**src/rtl/adc_trig_capture.sv**
```systemverilog
// adc_trig_capture: hysteresis trigger and pre/post-trigger capture sequencer for a circular sample RAM
module adc_trig_capture #(
    parameter int DW      = 8,
    parameter int DEPTH   = 1024,
    parameter int AW      = $clog2(DEPTH),
    parameter int AUTO_TO = 65535
) (
    input  logic          clk,
    input  logic          rst,
    input  logic [DW-1:0] data,
    input  logic          data_valid,
    input  logic [DW-1:0] level_hi,
    input  logic [DW-1:0] level_lo,
    input  logic [1:0]    edge_mode,
    input  logic [AW-1:0] pre_len,
    input  logic          auto_en,
    input  logic          arm,
    input  logic          force_trig,
    output logic          level,
    output logic          trig_pulse,
    output logic          wr_en,
    output logic [AW-1:0] wr_addr,
    output logic [DW-1:0] wr_data,
    output logic [AW-1:0] trig_addr,
    output logic          trig_auto,
    output logic          busy,
    output logic          done
);
    localparam int CW = $clog2(AUTO_TO + 1);
    localparam logic [AW:0] ONE = 1;
    localparam logic [2:0] S_IDLE = 3'd0;
    localparam logic [2:0] S_PRE  = 3'd1;
    localparam logic [2:0] S_WAIT = 3'd2;
    localparam logic [2:0] S_POST = 3'd3;
    localparam logic [2:0] S_DONE = 3'd4;

    logic [2:0]    state;
    logic [AW-1:0] ptr, pre_cnt, post_cnt, p, post_len;
    logic [CW-1:0] auto_cnt;
    logic          force_pend;
    logic          level_next, edge_ev, pre_last, post_last, auto_sat, auto_hit, trig;

    // pre_len is AW bits wide, so it can never exceed DEPTH-1
    assign p         = pre_len;
    assign post_len  = AW'(DEPTH - 1) - p;
    assign busy      = state == S_PRE || state == S_WAIT || state == S_POST;
    assign done      = state == S_DONE;
    assign pre_last  = {1'b0, pre_cnt} + ONE >= {1'b0, p};
    assign post_last = {1'b0, post_cnt} + ONE >= {1'b0, post_len};
    assign auto_sat  = auto_cnt == CW'(AUTO_TO - 1);
    assign auto_hit  = auto_en && auto_sat;

    // hysteresis compare with the high threshold taking priority, and the selected edge
    always_comb begin
        level_next = data > level_hi ? 1'b1 : data < level_lo ? 1'b0 : level;
        edge_ev    = edge_mode == 2'b00 ? (!level && level_next) :
                     edge_mode == 2'b01 ? (level && !level_next) :
                     edge_mode == 2'b10 ? (level != level_next) : 1'b0;
        trig       = state == S_WAIT && data_valid && (edge_ev || force_pend || force_trig || auto_hit);
    end

    // comparator state and edge pulse, running in every sequencer state
    always_ff @(posedge clk or posedge rst) begin
        if (rst) begin
            level      <= 1'b0;
            trig_pulse <= 1'b0;
        end else begin
            trig_pulse <= data_valid && edge_ev;
            if (data_valid) level <= level_next;
        end
    end

    // capture sequencer and buffer write port
    always_ff @(posedge clk or posedge rst) begin
        if (rst) begin
            state      <= S_IDLE;
            ptr        <= '0;
            pre_cnt    <= '0;
            post_cnt   <= '0;
            auto_cnt   <= '0;
            force_pend <= 1'b0;
            wr_en      <= 1'b0;
            wr_addr    <= '0;
            wr_data    <= '0;
            trig_addr  <= '0;
            trig_auto  <= 1'b0;
        end else begin
            wr_en      <= busy && data_valid;
            force_pend <= state == S_WAIT && !trig && (force_pend || force_trig);
            if (busy && data_valid) begin
                wr_addr <= ptr;
                wr_data <= data;
                ptr     <= ptr + AW'(1);
            end
            case (state)
                S_IDLE, S_DONE: begin
                    if (arm) begin
                        state    <= p == '0 ? S_WAIT : S_PRE;
                        pre_cnt  <= '0;
                        auto_cnt <= '0;
                    end
                end
                S_PRE: begin
                    if (data_valid) begin
                        pre_cnt <= pre_cnt + AW'(1);
                        if (pre_last) begin
                            state    <= S_WAIT;
                            auto_cnt <= '0;
                        end
                    end
                end
                S_WAIT: begin
                    if (trig) begin
                        trig_addr <= ptr;
                        trig_auto <= !edge_ev;
                        post_cnt  <= '0;
                        state     <= post_len == '0 ? S_DONE : S_POST;
                    end else if (data_valid && !auto_sat) begin
                        auto_cnt <= auto_cnt + CW'(1);
                    end
                end
                S_POST: begin
                    if (data_valid) begin
                        post_cnt <= post_cnt + AW'(1);
                        if (post_last) state <= S_DONE;
                    end
                end
                default: state <= S_IDLE;
            endcase
        end
    end
endmodule

```
**config.mk**
```make
export PLATFORM = sky130hd
export DESIGN_NAME = adc_trig_capture
export DESIGN_NICKNAME = d
export VERILOG_FILES = /design/src/rtl/adc_trig_capture.sv
export SDC_FILE = /design/constraint.sdc
export NUM_CORES = 1
export LEC_CHECK = 0
export ABC_AREA = 1
export BUFFER_PORTS_ARGS = -buffer_cell sky130_fd_sc_hd__buf_2
export CORE_ASPECT_RATIO = 0.75
export CORE_MARGIN = 1
export CORE_UTILIZATION = 50
export CTS_CLUSTER_SIZE = 25
export DETAILED_ROUTE_END_ITERATION = 10
export PLACE_DENSITY = 0.76
export SLEW_MARGIN = 5
export SYNTH_ARGS = -nofsm -noshare
export SYNTH_HDL_FRONTEND = slang
export SYNTH_SLANG_ARGS = --single-unit
```
**constraint.sdc**
```tcl
create_clock -name clk -period 4.9 [get_ports clk]
set_clock_uncertainty 0.2 [all_clocks]
set_input_delay 1.47 -clock clk [delete_from_list [all_inputs] [get_ports clk]]
set_output_delay 1.47 -clock clk [all_outputs]
set_load 0.01 [all_outputs]
```
==> results.sh, run 1 <==
export IMPL_clock_sinks=82
export IMPL_clk_latency_ps=340
export IMPL_synth_seq_cells=82
export IMPL_worstSetupStartpointType="input port"
export IMPL_fmax_mhz=260.6
export IMPL_antenna_left=0
export IMPL_max_cap_viol_count=0
export IMPL_power_density_nw_per_um2=433.4
export IMPL_min_path_cells=2
export IMPL_die_h_um=90.32
export IMPL_ys_top_cells_by_area="dfrtp_1 39%, nand2_1 13%, ha_1 9.9%, inv_1 6.5%, xor2_1 5.1%"
export IMPL_fill_cells=871
export IMPL_period_share_pct=78.31
export IMPL_start_util_pct=52.57
export IMPL_synth_ff_type="dfrtp_1"
export IMPL_ys_seq_area_share_pct=39.46
export IMPL_synth_top_area_share_pct=39.46
export IMPL_grt_pass1_wl_um=20180
export IMPL_r2r_cells=17
export IMPL_placed_cells=852
export IMPL_grt_pass1_vias=4441
export IMPL_synthToLayoutAreaGrowth_pct=15.04
export IMPL_syn_num_nets=738
export IMPL_cts_hold_buf=0
export IMPL_fin_nets=814
export IMPL_gp_congestion=0.9123
export IMPL_die_w_um=119.8
export IMPL_fin_hold_ws_ps=283.1
export IMPL_numCtsBuffers=9
export IMPL_worstPathRequired_ps=4920
export IMPL_htree_levels=3
export IMPL_ioPinCount=76
export IMPL_post_cts_resize_count=0
export IMPL_drive_above_1_share_pct=18.61
export IMPL_grt_ovfl_total=0
export IMPL_ctsRootBufferMaster="clkbuf_16"
export IMPL_report_final_setup_viol=0
export IMPL_netlist_area_um2=5200
export IMPL_finalMaxSlewViolations=0
export IMPL_drc=0
export IMPL_utilization_pct=60.48
export IMPL_max_vdd_ir_drop_v=0.0003349
export IMPL_portBuffers=75
export IMPL_ys_warn_count=0
export IMPL_grt_total_usage_pct=23.08
export IMPL_maxSlewHeadroom_pct=58.03
export IMPL_path_clk_slew_ps=60
export IMPL_outcome="finished clean"
export IMPL_period_needed_ps=3837
export IMPL_grt_max_degree=52
export IMPL_crit_type="in2reg"
export IMPL_first_iter_violations=280
export IMPL_synth_area_per_cell_um2=7.939
export IMPL_async_reset_ff_share_pct=100.0
export IMPL_layout_common_cells="178 x nand2_1, 89 x inv_1, 82 x dfrtp_1, 75 x buf_2, 47 x nor2_1"
export IMPL_cts_buffer_depth=2
export IMPL_cts_setup_buffers=0
export IMPL_critical_path_max_fanout=25
export IMPL_wire_per_inst_um=13.34
export IMPL_hpwlAfterDp_um=8963
export IMPL_antenna_cells=0
export IMPL_yosys_area_top_type="dfrtp_1"
export IMPL_synth_edf_count=0
export IMPL_rsz0062_at_grt="no"
export IMPL_vias_per_cell=5.111
export IMPL_cts_tree="yes"
export IMPL_min_path_type="reg2reg"
export IMPL_final_common_cell="nand2_1"
export IMPL_dieArea_um2=10820
export IMPL_drt_pass1_iter_count=4
export IMPL_tns_ps=0
export IMPL_crit_path_end_kind="flip-flop"
export IMPL_via_count=4436
export IMPL_cp_data_arrival_time_ps=3860
export IMPL_antenna_found_initial=0
export IMPL_worst_slack_ps=1063
export IMPL_rows=31
export IMPL_pre_cts_slack_ps=736.4
export IMPL_finalWirelength_um=11580
export IMPL_leakage_nw=3.279
export IMPL_layout_cells_non_filler=868
export IMPL_finalHoldViolCount=0
export IMPL_core_area_um2=9891
export IMPL_post_synth_num_cell_types=43
export IMPL_synthCells=655
export IMPL_worstMarginPinSlew_ps=629.5
==> synth_stat cells (all sizes together), types with 8 or more instances <==
library cell,number
nand2,186
inv,94
dfrtp,82
nor2,52
o21ai,48
ha,41
xor2,30
nand4,26
nand3,23
a21oi,15
buf,9
nor3,8
or2,8
==> routing by layer <==
layer  up-vias  routed length (um)  GRT usage (%)
li1       2248                   -              -
met1      2076                5543          32.03
met2        91                5361          35.98
met3        21                 526          5.871
met4         0                 148          5.938
met5         -                   0              0
==> through the flow <==
step | instance area [um^2] | total power [mW]
floorplan | 5200 | 1.658
CTS | 5982 | 2.607
global route | 5982 | 2.786
detailed placement | 5675 | 1.919
global placement | 5675 | 1.882
finish | 5982 | 2.593
==> cells by family after synthesis <==
group	count (synthesis)	synth area share (%)
flops	82	39.46
compound gates	74	8.446
simple gates	315	27.91
buf+inv	109	8.590
fa+ha+maj	41	9.865
xor+xnor	34	5.727
==> final cells by class <==
| cell class | instances | area, um^2 | area share (%) |
|---|---|---|---|
| timing repair buffer | 77 | 390.4 | 6.526 |
| multi-input combinational | 464 | 2701 | 45.16 |
| clock inverter | 4 | 50.05 | 0.8366 |
| sequential | 82 | 2052 | 34.30 |
| tap | 132 | 165.2 | 2.761 |
| inverter | 97 | 366.6 | 6.128 |
| clock buffer | 12 | 256.5 | 4.288 |
==> worst paths after layout <==
kind / start / slack [ps] / to
min reg2reg: trig_addr[1] / 280 / trig_addr[1]
max reg2reg: pre_cnt[4] / 1600 / auto_cnt[11]
min in group asynchronous: rst / 950 / auto_cnt[7]
min: trig_addr[1] / 280 / trig_addr[1]
max: data[3] / 1060 / post_cnt[9]
max in group asynchronous: rst / 2520 / ptr[2]
==> registers in the layout, indices dropped and copies added (netlist names) <==
signal	count
trig_auto	1
auto_cnt	16
trig_pulse	1
trig_addr	10
state	3
force_pend	1
wr_addr	10
wr_en	1
pre_cnt	10
post_cnt	10
wr_data	8
ptr	10
level	1
==> power by group <==
group | internal [mW] | switching [mW]
Clock | 0.422 | 0.264
Combinational | 0.310 | 0.622
Sequential | 0.847 | 0.129
==> critical path, cell delays in order <==
cell and delay (ps):
buf_2 120, ha_1 310, nand2_1 90, inv_1 50, nand2_1 60, nand2_1 40, nand2_1 60, nand2_1 70
nand2_1 50, a21boi_0 230, ha_1 280, o22ai_1 150, nand2_1 110, nand2_2 80, nand2_4 180, nand2_4 220
nand3_4 150, nand2_1 90, nand2_1 50
(Power assumes the default switching activity.)
==> run 2: changes to the inputs <==
==> constraint.sdc (replaced) <==
create_clock -name clk -period 4 [get_ports clk]
set_clock_uncertainty 0.2 [all_clocks]
set_input_delay 1.2 -clock clk [delete_from_list [all_inputs] [get_ports clk]]
set_output_delay 1.2 -clock clk [all_outputs]
set_load 0.01 [all_outputs]
==> run 2 against run 1 <==
Effect of this change: non-clock buffer count up 2; setup slack worse by 500 ps; worst hold slack lost 8.1 ps; die area did not move; first-iteration DRC count is 23% lower; power grew 25%; core utilization increased by 0.39 points; routed wire length fell by 0.27%; combinational power rose by 24%.
==> results.sh, run 2 (synthesis gave the netlist of run 1 again) <==
export IMPL_routed_wl_met2_um=5368
export IMPL_worstSetupStartpointType="input port"
export IMPL_power_density_nw_per_um2=539.8
export IMPL_top_layer_used="met4"
export IMPL_drt_met1_wl_um=5554
export IMPL_final_cell_area_um2=6021
export IMPL_largest_reg_flops=16
export IMPL_utilization_pct=60.87
export IMPL_report_final_setup_viol=0
export IMPL_antenna_cells=0
export IMPL_ioPinCount=76
export IMPL_grt_max_degree=32
export IMPL_post_cts_resize_count=0
export IMPL_r2r_cells=17
export IMPL_regToRegEndpoint="auto_cnt[7]"
export IMPL_grt_pass1_wl_um=20140
export IMPL_antenna_found_initial=0
export IMPL_max_vdd_ir_drop_v=0.0003567
export IMPL_synthToLayoutAreaGrowth_pct=15.78
export IMPL_core_area_um2=9891
export IMPL_cts_buffer_depth=2
export IMPL_clock_sinks=82
export IMPL_antenna_left=0
export IMPL_drt_pass1_iter_count=5
export IMPL_finalWirelength_um=11550
export IMPL_wire_per_inst_um=13.27
export IMPL_clk_latency_ps=340
export IMPL_postPlaceCellArea_um2=5690
export IMPL_period_needed_ps=3435
export IMPL_first_iter_violations=217
export IMPL_finalHoldViolCount=0
export IMPL_drive_above_1_share_pct=18.83
export IMPL_path_clk_slew_ps=60
export IMPL_die_h_um=90.32
export IMPL_worstMarginPinSlew_ps=617.0
export IMPL_reg2reg_from="pre_cnt[2]"
export IMPL_max_cap_viol_count=0
export IMPL_cts_tree="yes"
export IMPL_fill_cells=869
export IMPL_drc=0
export IMPL_min_path_type="reg2reg"
export IMPL_dieArea_um2=10820
export IMPL_cp_data_arrival_time_ps=3460
export IMPL_period_share_pct=85.86
export IMPL_gp_congestion=0.9174
export IMPL_grt_pass1_vias=4319
export IMPL_cts_setup_buffers=0
export IMPL_finalMaxSlewViolations=0
export IMPL_fin_nets=816
export IMPL_ctsRootBufferMaster="clkbuf_16"
export IMPL_rsz0062_at_grt="no"
export IMPL_htree_levels=3
export IMPL_vias_per_cell=5.095
export IMPL_layout_cells_non_filler=870
export IMPL_holdPathEnd="trig_addr[1]"
export IMPL_cts_hold_buf=0
export IMPL_die_w_um=119.8
export IMPL_outcome="finished clean"
export IMPL_final_common_cell="nand2_1"
export IMPL_placed_cells=854
export IMPL_fmax_mhz=291.2
export IMPL_maxSlewHeadroom_pct=58.44
export IMPL_crit_path_end_kind="flip-flop"
export IMPL_via_count=4433
export IMPL_hpwlAfterDp_um=8888
export IMPL_leakage_nw=3.306
export IMPL_rows=31
export IMPL_portBuffers=75
export IMPL_wl_met3_um=404
export IMPL_worstPathRequired_ps=4030
export IMPL_min_from="trig_addr[1]"
export IMPL_start_util_pct=52.57
export IMPL_min_path_cells=2
export IMPL_top_register="auto_cnt"
export IMPL_grt_total_usage_pct=23.22
export IMPL_grt_ovfl_total=0
export IMPL_crit_type="in2reg"
export IMPL_numCtsBuffers=9
export IMPL_layout_common_cells="178 x nand2_1, 89 x inv_1, 82 x dfrtp_1, 75 x buf_2, 47 x nor2_1"
export IMPL_total_power_mw=3.250
export IMPL_critical_path_max_fanout=13
export IMPL_tns_ps=0
export IMPL_ff2ff_setup_slack_ps=780
## run 2: changes by cell type in the layout (fill, tap and decap cells not counted), sizes merged
cell / before / now
buf: 77 / 79
clkinvlp: 2 / 0
bufinv: 1 / 2
clkinv: 5 / 6
## run 2: worst max-delay path by stage
stage / startpoint / slack, ps / to
floorplan: rst / 490 / auto_cnt[0]
global placement: data[1] / 320 / post_cnt[9]
detailed placement: data[3] / 250 / post_cnt[5]
CTS: data[7] / 560 / post_cnt[2]
global route: data[7] / 240 / post_cnt[1]
finish: data[7] / 570 / post_cnt[2]
## run 2: layout make-up
type	count	area, um^2	area share [%]
Multi-Input combinational cell	464	2701	44.87
Sequential cell	82	2052	34.08
Timing Repair Buffer	79	405.4	6.733
Inverter	97	366.6	6.089
Clock buffer	12	256.5	4.260
Tap cell	132	165.2	2.743
Clock inverter	4	73.82	1.226
## run 2: critical path, cell delays in order
cell      delay (ps)
buf_2            120
ha_1             290
nand2_1           80
nor2_1           150
nand4_1          140
nand2_1           90
a21boi_0         250
ha_1             280
o22ai_1          150
nand2_1          100
nand2_2           80
nand2_4           80
nand2_4          160
nand3_4          150
nand2_1           90
nand2_1           50
## run 2: power by group
group | switching [mW] | total, mW | leakage, nW | internal [mW]
combinational | 0.770 | 1.15 | 2.08 | 0.381
clock | 0.320 | 0.901 | 0.163 | 0.581
sequential | 0.161 | 1.20 | 1.06 | 1.04
total | 1.25 | 3.25 | 3.31 | 2.00
## run 2: metal layers
| metal | vias up | global-route usage, % |
|---|---|---|
| li1 | 2252 | - |
| met1 | 2077 | 32.70 |
| met2 | 86 | 36.27 |
| met4 | 0 | 7.292 |
| met5 | - | 0 |
| met3 | 18 | 4.230 |
## run 2: per-stage QoR
step / worst slack (ps) / hold WS, ps
3_5_place_dp: 251.5 / 263.7
2_1_floorplan: 491.6 / 253.0
5_1_grt: 243.7 / 308.9
6_report: 565.4 / 275.0
3_3_place_gp: 317.1 / 260.8
4_1_cts: 562.2 / 280.7
